<file path="src/rtl/apu_frame_counter.sv">
// APU frame sequencer: quarter/half-frame strobes, the $4017 mode/inhibit register
// and the frame IRQ flag (cleared through $4015 reads).
module apu_frame_counter #(
  parameter int unsigned STEP1 = 7457,
  parameter int unsigned STEP2 = 14913,
  parameter int unsigned STEP3 = 22371,
  parameter int unsigned STEP4 = 29829,
  parameter int unsigned STEP5 = 37281,
  parameter int unsigned CNT_W = 16
) (
  input  logic       clk,
  input  logic       rst,
  input  logic       cpu_ce,
  input  logic       reg_wr,
  input  logic [7:0] reg_data,
  input  logic       irq_ack,
  output logic       qtrframe,
  output logic       halfframe,
  output logic       irq,
  output logic       mode
);

  localparam logic [CNT_W-1:0] S1   = CNT_W'(STEP1);
  localparam logic [CNT_W-1:0] S2   = CNT_W'(STEP2);
  localparam logic [CNT_W-1:0] S3   = CNT_W'(STEP3);
  localparam logic [CNT_W-1:0] S4   = CNT_W'(STEP4);
  localparam logic [CNT_W-1:0] S4M1 = CNT_W'(STEP4 - 1);
  localparam logic [CNT_W-1:0] S5   = CNT_W'(STEP5);

  // Remaining CPU cycles before a $4017 write takes effect.
  typedef enum logic [2:0] {
    CD_IDLE = 3'd0,
    CD_1    = 3'd1,
    CD_2    = 3'd2,
    CD_3    = 3'd3,
    CD_4    = 3'd4
  } cd_state_t;

  cd_state_t        cd_state, cd_next;
  logic             expiry;
  logic [CNT_W-1:0] cnt;
  logic             mode_q, pend_mode, inhibit, irq_q;
  logic             qtr_q, half_q, parity, wrap_q;
  logic             at_last, step_q, step_h, irq_set;

  always_ff @(posedge clk) begin
    if (rst) cd_state <= CD_IDLE;
    else     cd_state <= cd_next;
  end

  // A write on the same CPU cycle as expiry reloads instead of expiring.
  always_comb begin
    cd_next = cd_state;
    expiry  = 1'b0;
    if (cpu_ce) begin
      if (reg_wr) begin
        cd_next = parity ? CD_4 : CD_3;
      end else begin
        unique case (cd_state)
          CD_4:    cd_next = CD_3;
          CD_3:    cd_next = CD_2;
          CD_2:    cd_next = CD_1;
          CD_1: begin
            cd_next = CD_IDLE;
            expiry  = 1'b1;
          end
          default: cd_next = CD_IDLE;
        endcase
      end
    end
  end

  always_comb begin
    at_last = (cnt == (mode_q ? S5 : S4));
    step_q  = (cnt == S1) || (cnt == S2) || (cnt == S3) || at_last;
    step_h  = (cnt == S2) || at_last;
    irq_set = !mode_q && !inhibit &&
              ((cnt == S4M1) || (cnt == S4) || ((cnt == '0) && wrap_q));
  end

  always_ff @(posedge clk) begin
    if (rst) begin
      cnt       <= '0;
      mode_q    <= 1'b0;
      pend_mode <= 1'b0;
      inhibit   <= 1'b0;
      irq_q     <= 1'b0;
      qtr_q     <= 1'b0;
      half_q    <= 1'b0;
      parity    <= 1'b0;
      wrap_q    <= 1'b0;
    end else begin
      qtr_q  <= 1'b0;
      half_q <= 1'b0;
      if (cpu_ce) begin
        parity <= ~parity;
        if (expiry) begin
          cnt    <= '0;
          mode_q <= pend_mode;
          wrap_q <= 1'b0;
          qtr_q  <= pend_mode;
          half_q <= pend_mode;
        end else begin
          cnt    <= at_last ? '0 : cnt + CNT_W'(1);
          wrap_q <= !mode_q && at_last;
          qtr_q  <= step_q;
          half_q <= step_h;
        end
        if (reg_wr && reg_data[6])      irq_q <= 1'b0;
        else if (irq_set && !expiry)    irq_q <= 1'b1;
        else if (irq_ack)               irq_q <= 1'b0;
        if (reg_wr) begin
          inhibit   <= reg_data[6];
          pend_mode <= reg_data[7];
        end
      end
    end
  end

  assign qtrframe  = qtr_q;
  assign halfframe = half_q;
  assign irq       = irq_q;
  assign mode      = mode_q;

endmodule

</file>
<file path="config.mk">
export PLATFORM = sky130hd
export DESIGN_NAME = apu_frame_counter
export DESIGN_NICKNAME = d
export VERILOG_FILES = /design/src/rtl/apu_frame_counter.sv
export SDC_FILE = /design/constraint.sdc
export NUM_CORES = 1
export LEC_CHECK = 0
export CAP_MARGIN = 20
export CORE_ASPECT_RATIO = 0.75
export CORE_MARGIN = 1.5
export CORE_UTILIZATION = 40
export DETAILED_ROUTE_END_ITERATION = 8
export GPL_TIMING_DRIVEN = 0
export PLACE_DENSITY = 0.69
export SYNTH_ARGS = -nofsm -noshare
export SYNTH_HDL_FRONTEND = slang
export SYNTH_SLANG_ARGS = --single-unit
</file>
<file path="constraint.sdc">
create_clock -name clk -period 2.03 [get_ports clk]
set_input_delay 0.406 -clock clk [delete_from_list [all_inputs] [get_ports clk]]
set_output_delay 0.406 -clock clk [all_outputs]
set_load 0.05 [all_outputs]
</file>
After elaboration in Yosys (flattened, before gate mapping)
Cells that the tools add are included.
{"block": "classes", "n_eq_ne": 10, "reduce_logical": 21, "bitwise": 2, "n_addsub": 1, "n_mux": 15}
{"operator": "16-bit by 15-bit equality test with 1-bit output, second input constant", "n": 3}
{"operator": "16-bit 2-to-1 mux", "n": 3}
{"operator": "16-bit by 1-bit adder with 16-bit output, second input constant", "n": 1}
{"operator": "16-bit by 13-bit equality test with 1-bit output, second input constant", "n": 1}
{"operator": "16-bit by 14-bit equality test with 1-bit output, second input constant", "n": 1}
{"operator": "16-bit equality test", "n": 1}
{"operator": "16-bit logical NOT", "n": 1}
{"operator": "1-bit 2-to-1 mux", "n": 9}
{"operator": "3-bit by 2-bit equality test with 1-bit output, second input constant", "n": 2}
{"operator": "1-bit logical AND", "n": 6}
{"operator": "1-bit logical OR", "n": 6}
{"operator": "3-bit 2-to-1 mux", "n": 2}
{"operator": "2-bit one-hot mux with 3 select lines", "n": 1}
{"operator": "2-bit AND reduction", "n": 3}
{"operator": "3-bit by 1-bit equality test with 1-bit output, second input constant", "n": 1}
{"operator": "3-bit equality test, second input constant", "n": 1}
{"operator": "1-bit logical NOT", "n": 3}
{"operator": "3-bit nonzero test", "n": 1}
{"operator": "1-bit NOT", "n": 2}
{"operator": "2-bit OR reduction", "n": 1}
{"block": "word_totals", "register_bits": 27, "in_bits": 13, "elab_cells": 59}

Depth between registers and ports, before layout
Gate-level depths: netlist of run 1.
{"block": "logic_depth", "ltp_word": 8, "mapped_depth": 8, "ltp_nobuf": 7}

Least setup slack after synthesis of run 1
OpenSTA, ideal clock, no wires.
{"block": "synth_path", "path_type": "register -> register", "start": "register cnt[1]", "end": "register cnt[7]", "setup_slack_ns": 0.232, "path_stages_with_launch": 9, "required_time_ns": 1.971, "arrival_ns": 1.738, "n_path_buf": 1, "path_cell_list": "dfxtp_1 inv_1 ha_1 nor3b_1 and4bb_1 a2bb2oi_2 buf_4 o41ai_1 a22o_1"}
{"block": "synth_between", "elab_chain_cells": 3}
{"item": "start, declared", "line": "41", "source": "logic [CNT_W-1:0] cnt;"}
{"item": "start signal, assigned", "line": "104", "source": "cnt <= at_last ? '0 : cnt + CNT_W'(1);"}
{"item": "16-bit by 1-bit adder with 16-bit output / 16-bit equality test (equally long branches)", "line": "104, 74"}
{"item": "16-bit 2-to-1 mux (*)", "line": "104"}
{"item": "16-bit 2-to-1 mux (*)", "line": "97", "source": "if (expiry) begin"}
Mark *: on every way between the ends. The rest lies on a longest branch, timed or not.
A chain may end at the register's enable or synchronous reset.

Worst setup path after layout of run 1
{"block": "layout_path", "start": "register mode_q (netlist: mode)", "end": "output port mode"}
{"item": "start, declared", "line": "42", "source": "logic mode_q, pend_mode, inhibit, irq_q;"}
{"item": "start signal, assigned", "line": "99", "source": "mode_q <= pend_mode;"}
{"item": "end, declared", "line": "20", "source": "output logic mode"}
No word-level cell between the ends.

==> results of run 1 <==
## cells in the mapped netlist, drive strengths merged (2+ instances only)
library cell	instances
o41ai	2
o31ai	3
a22o	3
or2	4
and3	2
nand3	10
nand4	6
nor4b	7
or4	3
nand4b	3
nor3	9
a2bb2oi	2
and4	2
or3	2
o21ai	6
nor4	10
a2111oi	6
ha	3
o22a	5
a21oi	10
clkbuf	10
nor2b	2
nor2	10
buf	13
xnor2	3
nand2	20
dfxtp	27
inv	6
a21o	6
and2	2
## sequential cells by signal, summed over array words and instances (netlist names)
name       cells
inhibit        1
qtrframe       1
pend_mode      1
irq            1
cnt           16
halfframe      1
wrap_q         1
cd_state       3
parity         1
mode           1
## per-layer routing
layer  global-route usage (%)  wire length, um  up-vias
met4                     4.01               27        0
met5                        0                0        -
met1                     28.3             2080      770
li1                         -                -      806
met2                     28.4             1750       68
met3                     5.04              390        7
## logic make-up (layout without fill, tap and decap cells)
| kind of cell | after synthesis | in the layout |
|---|---|---|
| AND/OR/NAND/NOR | 97 | 97 |
| AO/OA/AOI/OAI | 48 | 48 |
| buffers and inverters | 29 | 42 |
| flip-flops | 27 | 27 |
| adder cells (fa/ha/maj) | 3 | 3 |
| XOR/XNOR | 3 | 3 |
| multiplexers | 1 | 1 |
## metrics by stage
| step | setup WS [ns] | hold WS, ns |
|---|---|---|
| 4_1_cts | 0.0307 | 0.434 |
| 3_5_place_dp | -0.315 | 0.459 |
| 6_report | 0.0768 | 0.437 |
| 5_1_grt | -0.0602 | 0.445 |
| 3_3_place_gp | -0.353 | 0.450 |
| 2_1_floorplan | 0.232 | 0.436 |
## final timing paths
path               start   endpoint  cells after the start
hold / removal       rst  halfframe                      3
setup / recovery    mode       mode                      1
setup reg to reg  cnt[5]    cnt[10]                      5
hold reg to reg      irq        irq                      2
## area by class of cell
| class | count | area [sq um] |
|---|---|---|
| Buffer | 23 | 166 |
| Inverter | 6 | 22.5 |
| Multi-Input combinational cell | 152 | 1070 |
| Timing Repair Buffer | 9 | 90.1 |
| Fill cell | 399 | 2090 |
| Tap cell | 55 | 68.8 |
| Sequential cell | 27 | 543 |
| Clock buffer | 3 | 41.3 |
| Clock inverter | 1 | 5.00 |
## power breakdown
part           leakage, nW  switching, W  internal, W
logic                0.479      0.000107    0.0000791
clock network       0.0255      0.000174     0.000138
registers            0.220     0.0000166     0.000551
total                0.724      0.000298     0.000767
==> impl_results.md, run 1 <==
* Fin cells at 276
* Leakage at 0.724 nW
* VDD IR max at 358 uV
* Cells after Synth at 208
* Synth Cell Area at 1740 sq um
* Nets@finish at 238
* Final Hold Fails at 0
* Post-DP HPWL at 3040 um
* Vias in the first global route at 1445
* Simple-gate share of the synthesized area at 33.2%
* Dpl cell area at 1900 sq um
* Top Ports at 17
* Setup_tns at 0 ns
* Proportion of synthesized area in mux cells at 0.575%
* Clk Latency, worst-skew pair at 0.28 ns
* Top cell type's share of synthesized area at 31.1%
* Clk buf depth at 2
* Resize count post-CTS at 5
* Most frequent cells in the layout: 25 x dfxtp_1, 19 x nand2_1, 10 x a21oi_1, 10 x nor2_1, 10 x nand3_1
* Ys async rst share at 0%
* Core area at 4100 sq um
* Setup crit end kind: output pin
* CP Cell Sequence: clkdlybuf4s50_1
* H-tree levels at 1
* Vias post-DR at 1651
* Per-cell routed wire length at 15.4 um
* Ranking of synthesized cells by area: dfxtp_1 31%, buf_6 4.5%, nand2_1 4.1%
* Routed WL at 4250 um
* Avg Cell Area, Syn at 8.37 sq um
* Worst-margin pin slew at 0.643 ns
* Setup-violating endpoint count in the final report at 0
* Worst path bufs/invs at 1
* Iteration count of the initial detailed-routing pass at 4
* Antenna violations before repair at 0
* # hold bufs at CTS at 0
* Pin count of the biggest net entering global routing at 16
* Syn Nets at 224
* Antenna Nets Post-Route at 0
* R2R Setup Slk at 0.11 ns
* Die H at 60.1 um
* Global route overflow at 0
* Worst Path Max Fanout at 5
* Final instance area at 2010 sq um
* Startpoint types: flip-flop
* Tot Pwr at 0.00107 W
* Drt initial violations at 182
* Post-route minimum period at 1.95 ns
* CTS buffer count at 3
* First-pass GRT wire length at 7000 um
* Adder-cell share of the synthesized area at 2.16%
* DIE AREA at 4760 sq um
* Outcome: completed
* Placed cells at 272
* Main synth FF type: dfxtp_1
* Worst-path clk slew at 0.10 ns
* Ys Warns at 0
* Most common cell after layout, fill and taps aside: dfxtp_1
* Synth unique cells at 54
* Initial core utilization at 42.4%
* Fmax at 512 MHz
* Fin util at 49.0%
* Clock sink count at 27
* Clk_skew at 0.00454 ns
* Pwr dens at 530 nW/um^2
* Core Rows at 20
* CTS tree: yes
* Port bufs at 9
* Tot GR Track Use at 19.4%
* Post-synthesis sequential area ratio at 31.1%
* Slowest CP cell: clkdlybuf4s50_1
* Yosys reg bits at 27
* Final period util at 96.2%
* Crit Path Class: reg -> out
* Crit path largest cell delay at 0.84 ns
* HP Class: in -> reg
* Post-CTS Setup Repair Bufs at 0
* Worst Path Arrival at 1.55 ns
* Xor/xnor share of the synthesized area at 1.51%
* Drt via density at 5.98
* DRC at 0
* Die W at 79.2 um
* Crit-path leading delay family: buffers and inverters
* Synth area leader: dfxtp_1
* Req. time, crit path at 1.62 ns
* Area Overhead vs Synth at 15.5%
* Layout cells sized above 1 at 18.6%
* Ant. Diodes at 0
* RePlAce Congestion at 0.900
* Rel. slew slack at 57.0%
* Post-synth EDFFs at 0
* Slew Viols, Final at 0
* Complex-gate fraction of the synthesized area at 20.9%
* Largest family of logic cells by synthesized area: simple AND/OR/NAND/NOR gates
* Root Driver: clkbuf_8
* Max-cap violation count at 0
No activity file was read; power rests on OpenSTA's default activity.
==> inputs of run 2 (changes only) <==
--- a/config.mk
+++ b/config.mk
@@ -8,9 +8,9 @@
 export CAP_MARGIN = 20
 export CORE_ASPECT_RATIO = 0.75
-export CORE_MARGIN = 1.5
+export CORE_MARGIN = 2
 export CORE_UTILIZATION = 40
 export DETAILED_ROUTE_END_ITERATION = 8
 export GPL_TIMING_DRIVEN = 0
-export PLACE_DENSITY = 0.69
+export PLACE_DENSITY = 0.65
 export SYNTH_ARGS = -nofsm -noshare
 export SYNTH_HDL_FRONTEND = slang
==> constraint.sdc (replaced) <==
create_clock -name clk -period 2.03 [get_ports clk]
set_input_delay 0.406 -clock clk [delete_from_list [all_inputs] [get_ports clk]]
set_output_delay 0.406 -clock clk [all_outputs]
set_load 0.005 [all_outputs]
==> run 2 against run 1 <==
Net effect:
- sequential power is essentially flat
- wire length shrank 1.6%
- register-to-register slack lost 0.02 ns
- final cell count shrank 0.72%
- sequential share of layout area shrank 0.072 points
- fmax grew 0.54%
- clock power shrank 2%
- die area grew 2.9%
- global-route usage shrank 0.45 points
- worst hold slack gained 0.017 ns
- critical endpoint is now cnt[1]
- highest routed layer unchanged
==> impl_results.md, run 2 (synthesis results as in run 1) <==
* Pwr dens at 523 nW/um^2 (-1.3%)
* Slew Viols, Final at 0 (unchanged)
* Antenna Nets Post-Route at 0 (unchanged)
* Most frequent cells in the layout: 24 x dfxtp_1, 19 x nand2_1, 10 x a21oi_1, 10 x nor2_1, 10 x nand3_1
* Top Ports at 17 (unchanged)
* Max-cap violation count at 0 (unchanged)
* Worst R2R Path Depth at 8 (+3)
* Nets@finish at 236 (-0.84%)
* Req. time, crit path at 2.19 ns (+0.57 ns)
* Leakage at 0.725 nW (about the same)
* Slowest CP cell: dfxtp_2
* Most common cell after layout, fill and taps aside: dfxtp_1
* Layout cells sized above 1 at 19.6% (+1.1 points)
* Critical Path Sink: cnt[1]
* DIE AREA at 4900 sq um (+2.9%)
* DRC at 0 (unchanged)
* Regs by FF count: cnt x16, cd_state x3
* Port bufs at 9 (unchanged)
* Drt initial violations at 119 (-35%)
* Crit path largest cell delay at 0.36 ns (-0.48 ns)
* CP Cell Sequence: inv_1, ha_1, nor3b_2, and4bb_1, a2bb2oi_2, buf_6, nor3_4, a22o_1
* Core area at 4100 sq um (unchanged)
* Vias post-DR at 1626 (-1.5%)
* Worst Path Max Fanout at 10 (+5)
* Core Rows at 20 (unchanged)
* Number of fill cells in the layout at 401 (+0.50%)
* Worst-margin pin slew at 0.677 ns (+0.0341 ns)
* Per-cell routed wire length at 15.2 um (-0.91%)
* Setup-violating endpoint count in the final report at 0 (unchanged)
* Area Overhead vs Synth at 16.0%
* CTS buffer count at 3 (unchanged)
* Iteration count of the initial detailed-routing pass at 4 (unchanged)
* Worst Path Arrival at 2.11 ns (+0.56 ns)
* # hold bufs at CTS at 0 (unchanged)
* Post-route minimum period at 1.94 ns (-0.0106 ns)
* Final Hold Fails at 0 (unchanged)
* Most flops, register: cnt
* Clk Latency, worst-skew pair at 0.27 ns (about the same)
* H-tree levels at 1 (unchanged)
* Crit Path Class: reg -> reg
* Root Driver: clkbuf_8
* CP Launch Point: cnt[1]
* Setup crit end kind: flip-flop
* Worst-path clk slew at 0.09 ns (about the same)
* Tot GR Track Use at 18.9% (-0.45 points)
* Fin util at 49.2% (+0.24 points)
* Pin count of the biggest net entering global routing at 15 (-1)
* Antenna violations before repair at 0 (unchanged)
* Post-CTS Setup Repair Bufs at 0 (unchanged)
* Die H at 61.1 um (+1.7%)
* First-pass GRT wire length at 7220 um (+3.2%)
* Max reg flops at 16 (unchanged)
* CTS tree: yes
* Global route overflow at 0 (unchanged)
* Post-DP HPWL at 3080 um (+1.0%)
* VDD IR max at 380 uV (+6.1%)
* Initial core utilization at 42.4% (unchanged)
* Routed WL at 4180 um (-1.6%)
* Outcome: completed
* Fmax at 515 MHz (+0.54%)
* Startpoint types: flip-flop
* Ant. Diodes at 0 (unchanged)
* Vias in the first global route at 1486 (+2.8%)
* Tot Pwr at 0.00106 W (-0.83%)
* Clk buf depth at 2 (unchanged)
* Clk_skew at 0.00526 ns (+0.000715 ns)
* RR Startpoint: cnt[1]
* Final period util at 95.7% (-0.52 points)
* RePlAce Congestion at 0.865 (-3.9%)
* R2R Path End: cnt[1]
* HP Class: in -> reg
* Clock sink count at 27 (unchanged)
* Rel. slew slack at 54.7% (-2.3 points)
* Die W at 80.2 um (+1.3%)
* Drt via density at 5.93 (-0.80%)
* Hold slack at 0.453 ns (+0.0169 ns)
* R2R Setup Slk at 0.09 ns (-0.02 ns)
run 2: what timing repair did:
action,in CTS,in global routing
endpoints found under the setup margin,3,19
endpoints found under the hold margin,0,0
pin swaps,0,1
gates resized for setup,3,16
run 2: worst min path at each step:
stage | to | slack, ns | startpoint | depth (start not counted)
floorplan | inhibit | 0.44 | inhibit | 2
global placement | inhibit | 0.45 | inhibit | 2
detailed placement | inhibit | 0.45 | inhibit | 2
CTS | halfframe | 0.43 | rst | 3
global route | halfframe | 0.46 | rst | 3
finish | halfframe | 0.45 | rst | 3
run 2: metrics by stage:
step	TNS, ns	worst slack, ns	area, sq um	cells
3_5_place_dp	-2.77	-0.274	1900	272
2_1_floorplan	0	0.259	1740	208
3_3_place_gp	-2.38	-0.232	1900	272
5_1_grt	-0.0525	-0.0360	2020	274
4_1_cts	0	0.0150	1950	276
6_report	0	0.0873	2020	274
run 2: layout make-up:
| cell class | count | area (sq um) | area share, % |
|---|---|---|---|
| Buffer | 21 | 159 | 7.87 |
| Clock buffer | 4 | 45.0 | 2.23 |
| Inverter | 6 | 22.5 | 1.12 |
| Multi-Input combinational cell | 152 | 1090 | 54.0 |
| Sequential cell | 27 | 544 | 27.0 |
| Tap cell | 55 | 68.8 | 3.41 |
| Timing Repair Buffer | 9 | 90.1 | 4.46 |
run 2: critical path, delay by kind of cell, from the launching register on:
family | cells | cell delay [ns]
simple gates | 3 | 0.54
compound gates | 2 | 0.43
flops | 1 | 0.36
buf+inv | 2 | 0.26
fa+ha+maj | 1 | 0.23
run 2: power by group:
group	switching, W	internal, W	total [W]
Sequential	0.0000153	0.000550	0.000566
Combinational	0.000106	0.0000796	0.000186
Clock	0.000165	0.000141	0.000305
run 2: routing by layer:
| layer | track usage [%] | vias to the layer above | routed length, um |
|---|---|---|---|
| li1 | - | 804 | - |
| met3 | 3.23 | 4 | 241 |
| met5 | 0 | - | 0 |
| met4 | 3.63 | 0 | 38 |
| met1 | 28.8 | 774 | 2110 |
| met2 | 28.3 | 44 | 1790 |
